[config.mk]
export PLATFORM = sky130hd
export DESIGN_NAME = rr_lock_arbiter
export DESIGN_NICKNAME = d
export VERILOG_FILES = /design/src/rtl/rr_lock_arbiter_pkg.sv /design/src/rtl/rr_lock_arbiter_pick.sv /design/src/rtl/rr_lock_arbiter.sv
export SDC_FILE = /design/constraint.sdc
export NUM_CORES = 1
export LEC_CHECK = 0
export CAP_MARGIN = 20
export CORE_ASPECT_RATIO = 1.5
export CORE_MARGIN = 8
export CORE_UTILIZATION = 52
export CTS_BUF_LIST = sky130_fd_sc_hd__clkbuf_8
export DETAILED_ROUTE_END_ITERATION = 10
export HOLD_SLACK_MARGIN = 0.12
export PLACE_DENSITY = 0.78
export SLEW_MARGIN = 30
export SYNTH_ARGS = -nofsm -noshare
export SYNTH_HDL_FRONTEND = slang
export SYNTH_HIERARCHICAL = 1
export SYNTH_SLANG_ARGS = --single-unit
[constraint.sdc]
create_clock -name clk -period 3.3 [get_ports clk]
set_clock_uncertainty 0.15 [all_clocks]
set_input_delay 0.66 -clock clk [delete_from_list [all_inputs] [get_ports clk]]
set_output_delay 0.66 -clock clk [all_outputs]
set_load 0.05 [all_outputs]
[src/rtl/rr_lock_arbiter_pkg.sv]
// Shared types, default sizing and helpers for the round-robin lock arbiter.
package arb_pkg;

  // Ownership state: IDLE has no owner, BUSY has exactly one granted requester.
  typedef enum logic {
    IDLE = 1'b0,
    BUSY = 1'b1
  } arb_state_e;

  localparam int unsigned DEF_N        = 4;
  localparam int unsigned DEF_MAX_HOLD = 8;

  // Largest supported requester count; the index helper works on this width.
  localparam int unsigned MAX_N   = 16;
  localparam int unsigned MAX_IDW = 4;

  // Convert a one-hot (or zero) vector to its bit index; zero input yields 0.
  function automatic logic [MAX_IDW-1:0] onehot_to_index(input logic [MAX_N-1:0] oh);
    logic [MAX_IDW-1:0] idx;
    idx = {MAX_IDW{1'b0}};
    for (int i = 0; i < MAX_N; i++) begin
      if (oh[i]) begin
        idx = idx | MAX_IDW'(i);
      end else begin
        idx = idx;
      end
    end
    return idx;
  endfunction

endpackage

[src/rtl/rr_lock_arbiter_pick.sv]
// Combinational round-robin picker: first set bit of mask at or after ptr, wrapping.
module rr_pick
  import arb_pkg::*;
#(
  parameter int unsigned N   = DEF_N,
  parameter int unsigned IDW = $clog2(N)
) (
  input  logic [N-1:0]   mask,
  input  logic [IDW-1:0] ptr,
  output logic [N-1:0]   onehot,
  output logic [IDW-1:0] idx,
  output logic           any
);

  logic [IDW:0]   sum_s;
  logic [IDW-1:0] pos_s;
  logic           found_s;

  // Walk the mask starting at ptr and latch the first requester found.
  always_comb begin
    onehot  = {N{1'b0}};
    idx     = {IDW{1'b0}};
    found_s = 1'b0;
    sum_s   = {(IDW+1){1'b0}};
    pos_s   = {IDW{1'b0}};
    for (int k = 0; k < N; k++) begin
      sum_s = {1'b0, ptr} + (IDW+1)'(k);
      if (sum_s >= (IDW+1)'(N)) begin
        sum_s = sum_s - (IDW+1)'(N);
      end else begin
        sum_s = sum_s;
      end
      pos_s = sum_s[IDW-1:0];
      if (!found_s && mask[pos_s]) begin
        onehot[pos_s] = 1'b1;
        idx           = pos_s;
        found_s       = 1'b1;
      end else begin
        found_s = found_s;
      end
    end
    any = found_s;
  end

endmodule

[src/rtl/rr_lock_arbiter.sv]
// Registered round-robin arbiter with grant locking and a hold limit that
// only pre-empts the owner when someone else is waiting.
module rr_lock_arbiter
  import arb_pkg::*;
#(
  parameter int unsigned N        = DEF_N,
  parameter int unsigned MAX_HOLD = DEF_MAX_HOLD
) (
  input  logic                 clk,
  input  logic                 reset,
  input  logic [N-1:0]         REQ,
  output logic [N-1:0]         GNT,
  output logic [$clog2(N)-1:0] gnt_id,
  output logic                 gnt_valid,
  output logic                 preempt
);

  localparam int unsigned IDW = $clog2(N);
  localparam int unsigned CW  = $clog2(MAX_HOLD + 1);

  arb_state_e     state_q, state_d;
  logic [N-1:0]   gnt_q, gnt_d;
  logic [IDW-1:0] gnt_id_q, gnt_id_d;
  logic           valid_q, valid_d;
  logic           preempt_q, preempt_d;
  logic [IDW-1:0] ptr_q, ptr_d;
  logic [CW-1:0]  cnt_q, cnt_d;

  logic [N-1:0]       pick_mask_s;
  logic [IDW-1:0]     pick_ptr_s;
  logic [N-1:0]       pick_oh_s;
  logic [IDW-1:0]     pick_idx_s;
  logic               pick_any_s;
  logic [IDW-1:0]     next_ptr_s;
  logic               owner_req_s;
  logic [MAX_N-1:0]   gnt_pad_s;
  logic [MAX_IDW-1:0] gnt_idx_s;

  // One picker serves both the idle grant and the busy handoff; excluding the
  // owner is harmless on voluntary release because its request is already low.
  always_comb begin
    if (state_q == BUSY) begin
      pick_mask_s = REQ & ~gnt_q;
      pick_ptr_s  = next_ptr_s;
    end else begin
      pick_mask_s = REQ;
      pick_ptr_s  = ptr_q;
    end
  end

  rr_pick #(
    .N   (N),
    .IDW (IDW)
  ) u_pick (
    .mask   (pick_mask_s),
    .ptr    (pick_ptr_s),
    .onehot (pick_oh_s),
    .idx    (pick_idx_s),
    .any    (pick_any_s)
  );

  // Search origin for the next owner: the slot just after the current owner.
  always_comb begin
    if (gnt_id_q == IDW'(N - 1)) begin
      next_ptr_s = {IDW{1'b0}};
    end else begin
      next_ptr_s = gnt_id_q + IDW'(1);
    end
    owner_req_s = |(REQ & gnt_q);
  end

  // Next-state logic for ownership, pointer, hold counter and pre-empt pulse.
  always_comb begin
    state_d   = state_q;
    gnt_d     = gnt_q;
    ptr_d     = ptr_q;
    cnt_d     = cnt_q;
    preempt_d = 1'b0;
    case (state_q)
      IDLE: begin
        if (|REQ) begin
          gnt_d   = pick_oh_s;
          cnt_d   = CW'(1);
          state_d = BUSY;
        end else begin
          gnt_d   = {N{1'b0}};
          state_d = IDLE;
        end
      end
      BUSY: begin
        if (!owner_req_s) begin
          // Voluntary release: hand off in the same edge if anyone waits.
          ptr_d = next_ptr_s;
          if (pick_any_s) begin
            gnt_d = pick_oh_s;
            cnt_d = CW'(1);
          end else begin
            gnt_d   = {N{1'b0}};
            cnt_d   = {CW{1'b0}};
            state_d = IDLE;
          end
        end else if ((cnt_q == CW'(MAX_HOLD)) && pick_any_s) begin
          // Hold limit reached with another requester waiting.
          gnt_d     = pick_oh_s;
          ptr_d     = next_ptr_s;
          cnt_d     = CW'(1);
          preempt_d = 1'b1;
        end else if (cnt_q == CW'(MAX_HOLD)) begin
          cnt_d = cnt_q;
        end else begin
          cnt_d = cnt_q + CW'(1);
        end
      end
      default: begin
        state_d = IDLE;
        gnt_d   = {N{1'b0}};
        cnt_d   = {CW{1'b0}};
      end
    endcase
  end

  // Index and valid are derived from the next grant so all outputs stay registered.
  always_comb begin
    gnt_pad_s          = {MAX_N{1'b0}};
    gnt_pad_s[N-1:0]   = gnt_d;
    gnt_idx_s          = onehot_to_index(gnt_pad_s);
    gnt_id_d           = gnt_idx_s[IDW-1:0];
    valid_d            = |gnt_d;
  end

  // State registers with synchronous active-low reset dominating all updates.
  always_ff @(posedge clk) begin
    if (!reset) begin
      state_q   <= IDLE;
      gnt_q     <= {N{1'b0}};
      gnt_id_q  <= {IDW{1'b0}};
      valid_q   <= 1'b0;
      preempt_q <= 1'b0;
      ptr_q     <= {IDW{1'b0}};
      cnt_q     <= {CW{1'b0}};
    end else begin
      state_q   <= state_d;
      gnt_q     <= gnt_d;
      gnt_id_q  <= gnt_id_d;
      valid_q   <= valid_d;
      preempt_q <= preempt_d;
      ptr_q     <= ptr_d;
      cnt_q     <= cnt_d;
    end
  end

  assign GNT       = gnt_q;
  assign gnt_id    = gnt_id_q;
  assign gnt_valid = valid_q;
  assign preempt   = preempt_q;

endmodule

# After elaboration in Yosys (flattened, before gate mapping)
# Cells that the tools add are included.
[word_totals]
register_bits = 15
latchBits = 0
ram_bits = 0
romBits = 0
in_bits = 6
out_inout_bits = 8
wordCells = 109
memories = 0
[op_classes]
add_sub_neg = 9
multipliers = 0
n_div = 0
magnitude_cmp = 12
n_eq_ne = 5
shift = 0
mux = 52
bitwise = 7
n_reduce_logical = 17
[op_table]
columns = ["operator", "count"]
rows = [
  ["$mux W4", 13],
  ["$mux W2", 10],
  ["$mux W1", 18],
  ["$pmux W4 S2", 2],
  ["$lt A2 B3 Y1 const B", 4],
  ["$or A4 B4 Y4", 3],
  ["$reduce_or A4 Y1", 3],
  ["$ge A3 B3 Y1 const B", 3],
  ["$and A4 B4 Y4", 2],
  ["$bmux W1 S2", 4],
  ["$demux W1 S2", 4],
  ["$ge A2 B1 Y1 const B", 4],
  ["$logic_and A1 B1 Y1", 8],
  ["$sub A2 B1 Y2 const B", 4],
  ["$add A2 B2 Y3 const B", 2],
  ["$add A4 B1 Y4 const B", 1],
  ["$eq A4 B4 Y1 const B", 1],
  ["$ne A4 B3 Y1 const B", 1],
  ["$not A4 Y4", 1],
  ["$reduce_and A2 Y1", 2],
  ["$add A2 B1 Y3 const B", 1],
  ["$ge A2 B3 Y1 const B", 1],
  ["$logic_not A1 Y1", 3],
  ["$reduce_and A3 Y1", 1],
  ["6 further kinds", 6],
]

# Depth between registers and ports, before layout
[logic_depth]
word_depth = 24
mapped_depth = 14
mapped_depth_nobuf = 11

# Modules after synthesis
# The synthesis kept the hierarchy.
[by_module_without_submodules]
columns = ["module", "n_inst", "cells_per_inst", "area_per_inst_um2", "seq_area_each_um2"]
rows = [
  ["rr_lock_arbiter", 1, 87, 822.0, 300.3],
  ["rr_pick", 1, 45, 421.7, 0.0],
]

# Worst setup path before layout
# OpenSTA, ideal clock, no wires.
[synth_path]
kind = "register to register"
startpoint = "reg gnt_id_q[0] (netlist: gnt_id[0])"
endpoint = "reg gnt_id_q[0] (netlist: gnt_id[0])"
setup_ns = 0.124
arrival_time_ns = 3.097
t_required_ns = 3.026
slack_ns = -0.070
path_stages_with_launch = 13
path_buffers = 1
synth_period_minus_slack_ns = 3.370
cell_sequence = "dfxtp_1 > ha_1 > mux2_2 > inv_1 > ha_1 > mux4_2 > buf_6 > nor3_1 > nand2b_1 > nand3_1 > or2_1 > o211a_1 > o22ai_1"
[synth_between]
elab_chain_len = 24
word_cells_on_any_way = 73
cone_classes = "add/sub: 8; order compare: 12; eq/ne: 1; mux: 38; bitwise: 3; reduce/logical: 11"
[synth_rtl]
columns = ["item", "line_no", "rtl"]
rows = [
  ["start, declared", "rr_lock_arbiter.sv:23", "logic [IDW-1:0] gnt_id_q, gnt_id_d;"],
  ["start signal, assigned", "rr_lock_arbiter.sv:136", "gnt_id_q <= {IDW{1'b0}};"],
  ["start signal, assigned", "rr_lock_arbiter.sv:144", "gnt_id_q <= gnt_id_d;"],
  ["$add A2 B1 Y2 or $eq A2 B2 Y1 (tied branches)", "rr_lock_arbiter.sv:67, rr_lock_arbiter.sv:64", ""],
  ["$mux W2 (*)", "rr_lock_arbiter.sv:64", "if (gnt_id_q == IDW'(N - 1)) begin"],
  ["named net next_ptr_s[1]", "rr_lock_arbiter.sv:34", "logic [IDW-1:0] next_ptr_s;"],
  ["$mux W2 (*)", "rr_lock_arbiter.sv:42", "if (state_q == BUSY) begin"],
  ["named net pick_ptr_s[1]", "rr_lock_arbiter.sv:30", "logic [IDW-1:0] pick_ptr_s;"],
  ["branches (longest 13 deep; another with $add A2 B1 Y3)", "--", ""],
  ["$mux W1 (*)", "rr_lock_arbiter_pick.sv:34", "if (!found_s && mask[pos_s]) begin"],
  ["named net pick_any_s", "rr_lock_arbiter.sv:33", "logic pick_any_s;"],
  ["$logic_and A1 B1 Y1", "rr_lock_arbiter.sv:102", "end else if ((cnt_q == CW'(MAX_HOLD)) && pick_any_s) begin"],
  ["$mux W4", "rr_lock_arbiter.sv:102", ""],
  ["$mux W4 (*)", "rr_lock_arbiter.sv:91", "if (!owner_req_s) begin"],
  ["$pmux W4 S2 (*)", "rr_lock_arbiter.sv:79", "case (state_q)"],
  ["$mux W1", "rr_lock_arbiter_pkg.sv:22", "if (oh[i]) begin"],
  ["$mux W2", "rr_lock_arbiter_pkg.sv:22", ""],
  ["$mux W2 (*)", "rr_lock_arbiter_pkg.sv:22", ""],
]
# Mark *: on every way through the listed nets, which the timed path passes. The select of a mux whose other input is x is not followed.
# A chain may end at the register's enable or synchronous reset.

# Final worst setup path
[layout_path]
startpoint = "reg gnt_id_q[0] (netlist: gnt_id[0])"
endpoint = "reg gnt_q[2] (netlist: GNT[2])"
[layout_between]
elab_chain_len = 21
word_cells_on_any_way = 70
cone_classes = "add/sub: 8; order compare: 12; eq/ne: 1; mux: 35; bitwise: 3; reduce/logical: 11"
[layout_rtl]
columns = ["item", "line_no", "rtl"]
rows = [
  ["$add A2 B1 Y2 or $eq A2 B2 Y1 (tied branches)", "rr_lock_arbiter.sv:67, rr_lock_arbiter.sv:64", ""],
  ["$mux W2 (*)", "rr_lock_arbiter.sv:64", ""],
  ["named net next_ptr_s[1]", "rr_lock_arbiter.sv:34", ""],
  ["$mux W2 (*)", "rr_lock_arbiter.sv:42", ""],
  ["named net pick_ptr_s[1]", "rr_lock_arbiter.sv:30", ""],
  ["branches (longest 13 deep; another with $add A2 B1 Y3)", "--", ""],
  ["$mux W1 (*)", "rr_lock_arbiter_pick.sv:34", ""],
  ["named net pick_any_s", "rr_lock_arbiter.sv:33", ""],
  ["$logic_and A1 B1 Y1", "rr_lock_arbiter.sv:102", ""],
  ["$mux W4", "rr_lock_arbiter.sv:102", ""],
  ["$mux W4 (*)", "rr_lock_arbiter.sv:91", ""],
  ["$pmux W4 S2 (*)", "rr_lock_arbiter.sv:79", ""],
  ["end signal, assigned", "rr_lock_arbiter.sv:135", "gnt_q <= {N{1'b0}};"],
  ["end signal, assigned", "rr_lock_arbiter.sv:143", "gnt_q <= gnt_d;"],
  ["end, declared", "rr_lock_arbiter.sv:22", "logic [N-1:0] gnt_q, gnt_d;"],
]
# Marks and branches as above.

==> impl_summary.md <==
Clocking
The number of levels the H-tree was split into is 1. The clock reaches the later pin of the worst-skew pair after 0.25 ns. Clock tree synthesis inserted a total of 3 buffers. The clock-pin slew on the worst setup and hold paths is 0.06 ns.

The post-cts resize count is 0. The maximum clock insertion buffer count is 2. The buffers inserted during post-CTS setup optimization is 0. CTS placed an instance of clkbuf_8 at the clock tree root. The CTS tree is done. The tree built by TritonCTS fans out to 15 sinks. The count of hold-fix buffers inserted at cts is 0.

Final layout
The number of nets in the final layout is 149. The number of antenna diodes in the final layout is 0. After filler insertion, the fill cell instance count of the layout stands at 204. The non-filler instance count after layout is 157.

In the final layout, the share of cells above drive strength 1 is 0.172. Leaving out fill and tap cells, the most frequent cells in the layout are dfxtp_1 (15), clkdlybuf4s50_1 (13), nor2_1 (8), ha_1 (8), a22oi_1 (8). The core occupancy in the finished layout is 0.625.

The synthesis-to-layout area growth is 18.1%. The library cell used most frequently in the layout, excluding fill and tap cells, is dfxtp_1.

Die
The region available for standard cell placement spans 0.00215 mm². The row count is 21. The starting utilization of the core area is 0.529. For this design the top-level I/O count stands at 14.

The height of the die is 73.3 µm. From left edge to right edge, the die measures 54.2 µm. The floorplan die area is 0.00398 mm².

Placement
OpenSTA, run right after detailed placement, puts the worst setup slack at 0.00314 ns. Counting tap cells, the placed design contains a total of 153 instances. Input and output buffers added on the ports amount to 13. Once detailed placement completed, the half-perimeter wirelength came to 2.14 mm. The placer congestion estimate is 0.883.

GRT
The first global-routing pass estimated 4.47 mm of wire. The overall routing resource usage is 0.149. The number of global-route vias before repair was 990.

The final global-route overflow total is 0. The number of antenna violations at the first check in global routing is 0. Entering global routing, the biggest net connects 11 pins.

Critical path
Along the worst path, the maximum fanout reaches 7. In this run the critical register-to-register path is launched from gnt_id[0]$_SDFF_PN0_. The critical path crosses 11 cells after its start point.

The signal on the critical path passes through ha_1 > mux2_2 > inv_1 > ha_1 > mux4_2 > nor3_1 > nand2b_1 > nand4b_1 > and2_1 > and2_1 > a22o_1. The worst setup path is captured at a flip-flop. The data arrival time of the worst path is 3.13 ns. The endpoint identified for the worst register-to-register timing path is GNT[2]$_SDFF_PN0_. The slack of the worst reg-to-reg path is 0.22 ns. The family with the most delay on the worst path is simple AND/OR/NAND/NOR gates. Together, buffers and inverters on the worst path number 1. STA classifies the critical path startpoint as a flip-flop. The cell with the largest stage delay on the worst path is mux4_2. In this design, the stage delay of the slowest critical-path cell is 0.38 ns. The worst register-to-register path has a depth of 11. The worst path required time is 3.34 ns.

The category of the critical setup timing path is flip-flop to flip-flop.

Route
After detailed routing, the number of remaining DRC violations is 0. The wire length after detailed routing is 2.68 mm. In the routed layout, each cell is associated on average with a via count of 6.49.

The initial DRC count is 29. For this block, the via count after detailed routing is 1,019. In this run the remaining antenna-violating nets after routing total 0. The detailed-route wire length per cell is 17.1 µm. The first TritonRoute pass finished after 4 iterations.

Synthesis
After synthesis the cells add up to 0.00114 mm². The synthesized net count is 131. After technology mapping, the gate count stands at 117.

The warning count from the yosys run is 6. The average cell area after synthesis is 9.74 µm².

Timing
Setup slack closes at 0.218 ns. The number of hold violations in the final report is 0. Setup violations remaining at the end of the flow were counted as 0. On the final layout, the worst hold slack is 0.341 ns. The final total negative setup slack is 0 ns. Setup repair after global routing left no endpoint under its margin. The time the worst path needs with I/O delays and setup is 3.08 ns. The max-slew violation total from the final report is 0.

Based on the critical path, the design can be clocked at up to 0.324 GHz. In the finished design, the share of the clock period the worst path needs comes to 0.934. The relative slew slack is 0.664.

For the pin with the worst max-slew slack, the measured transition is 0.503 ns.

Min path
The worst hold path was traced through 2 stages. The path with the worst hold slack has its endpoint at ptr_q[0]$_SDFFE_PN0P_. The startpoint identified for the worst hold timing path is ptr_q[0]$_SDFFE_PN0P_. The min-delay analysis places its worst path in the category flip-flop to flip-flop.

Power
VDD sags by at most 0.540 mV. The analysis attributes to cell leakage a power of 0.527 nW. The power per cell area is 828 mW/mm².

Run
The tool flagged a number of max-cap violations equal to 0.

Status
The run finished with clean final reports.
==> cell type report <==
type,instances,area [µm²],share of cell area
inverter,7,26.3,0.0195
timing repair buffer,18,168,0.125
clock inverter,1,5.00,0.00372
sequential,15,300,0.223
multi-input combinational,90,777,0.577
tap,23,28.8,0.0214
clock buffer,3,41.3,0.0307
==> metrics by stage <==
step | area (µm²) | power (mW)
floorplan | 1140 | 0.808
global placement | 1300 | 0.943
detailed placement | 1300 | 0.958
CTS | 1350 | 1.11
global route | 1350 | 1.19
finish | 1350 | 1.12
==> power by group <==
group	total, mW	switching (mW)	leakage [nW]	internal (mW)
combinational	0.684	0.404	0.379	0.280
sequential	0.278	0.0515	0.123	0.226
clock	0.154	0.0698	0.0255	0.0837
total	1.12	0.526	0.527	0.589
==> flip-flops by register name, indices dropped and copies added, names as in the netlist <==
register and flops:
state_q 1, cnt_q 4, ptr_q 2, preempt 1, gnt_id 2, gnt_valid 1
GNT 4
==> how the worst max path moves through the flow <==
stage	from	to	slack, ns
finish	gnt_id[0]$_SDFF_PN0_	GNT[2]$_SDFF_PN0_	0.22
detailed placement	REQ[0]	ptr_q[0]$_SDFFE_PN0P_	0.003
global route	REQ[1]	ptr_q[0]$_SDFFE_PN0P_	0.02
CTS	gnt_id[0]$_SDFF_PN0_	GNT[2]$_SDFF_PN0_	0.21
floorplan	gnt_id[0]$_SDFF_PN0_	gnt_id[0]$_SDFF_PN0_	0.09
global placement	REQ[0]	cnt_q[2]$_SDFFE_PN0P_	0.12
==> layer usage <==
metal | global-route usage | part of all wire | up-vias
met4 | 0.110 | 0.041 | 0
met3 | 0.00810 | 0.012 | 8
met5 | 0 | 0 | -
met2 | 0.258 | 0.56 | 20
met1 | 0.158 | 0.39 | 501
li1 | - | - | 490
==> worst register-to-register path: stages, from the launching register on <==
cell and delay (ns):
dfxtp_1 0.34, ha_1 0.31, mux2_2 0.34, inv_1 0.11, ha_1 0.25, mux4_2 0.38, nor3_1 0.21, nand2b_1 0.13
nand4b_1 0.14, and2_1 0.25, and2_1 0.24, a22o_1 0.17
Note: power is estimated with default switching activity, not from simulation.
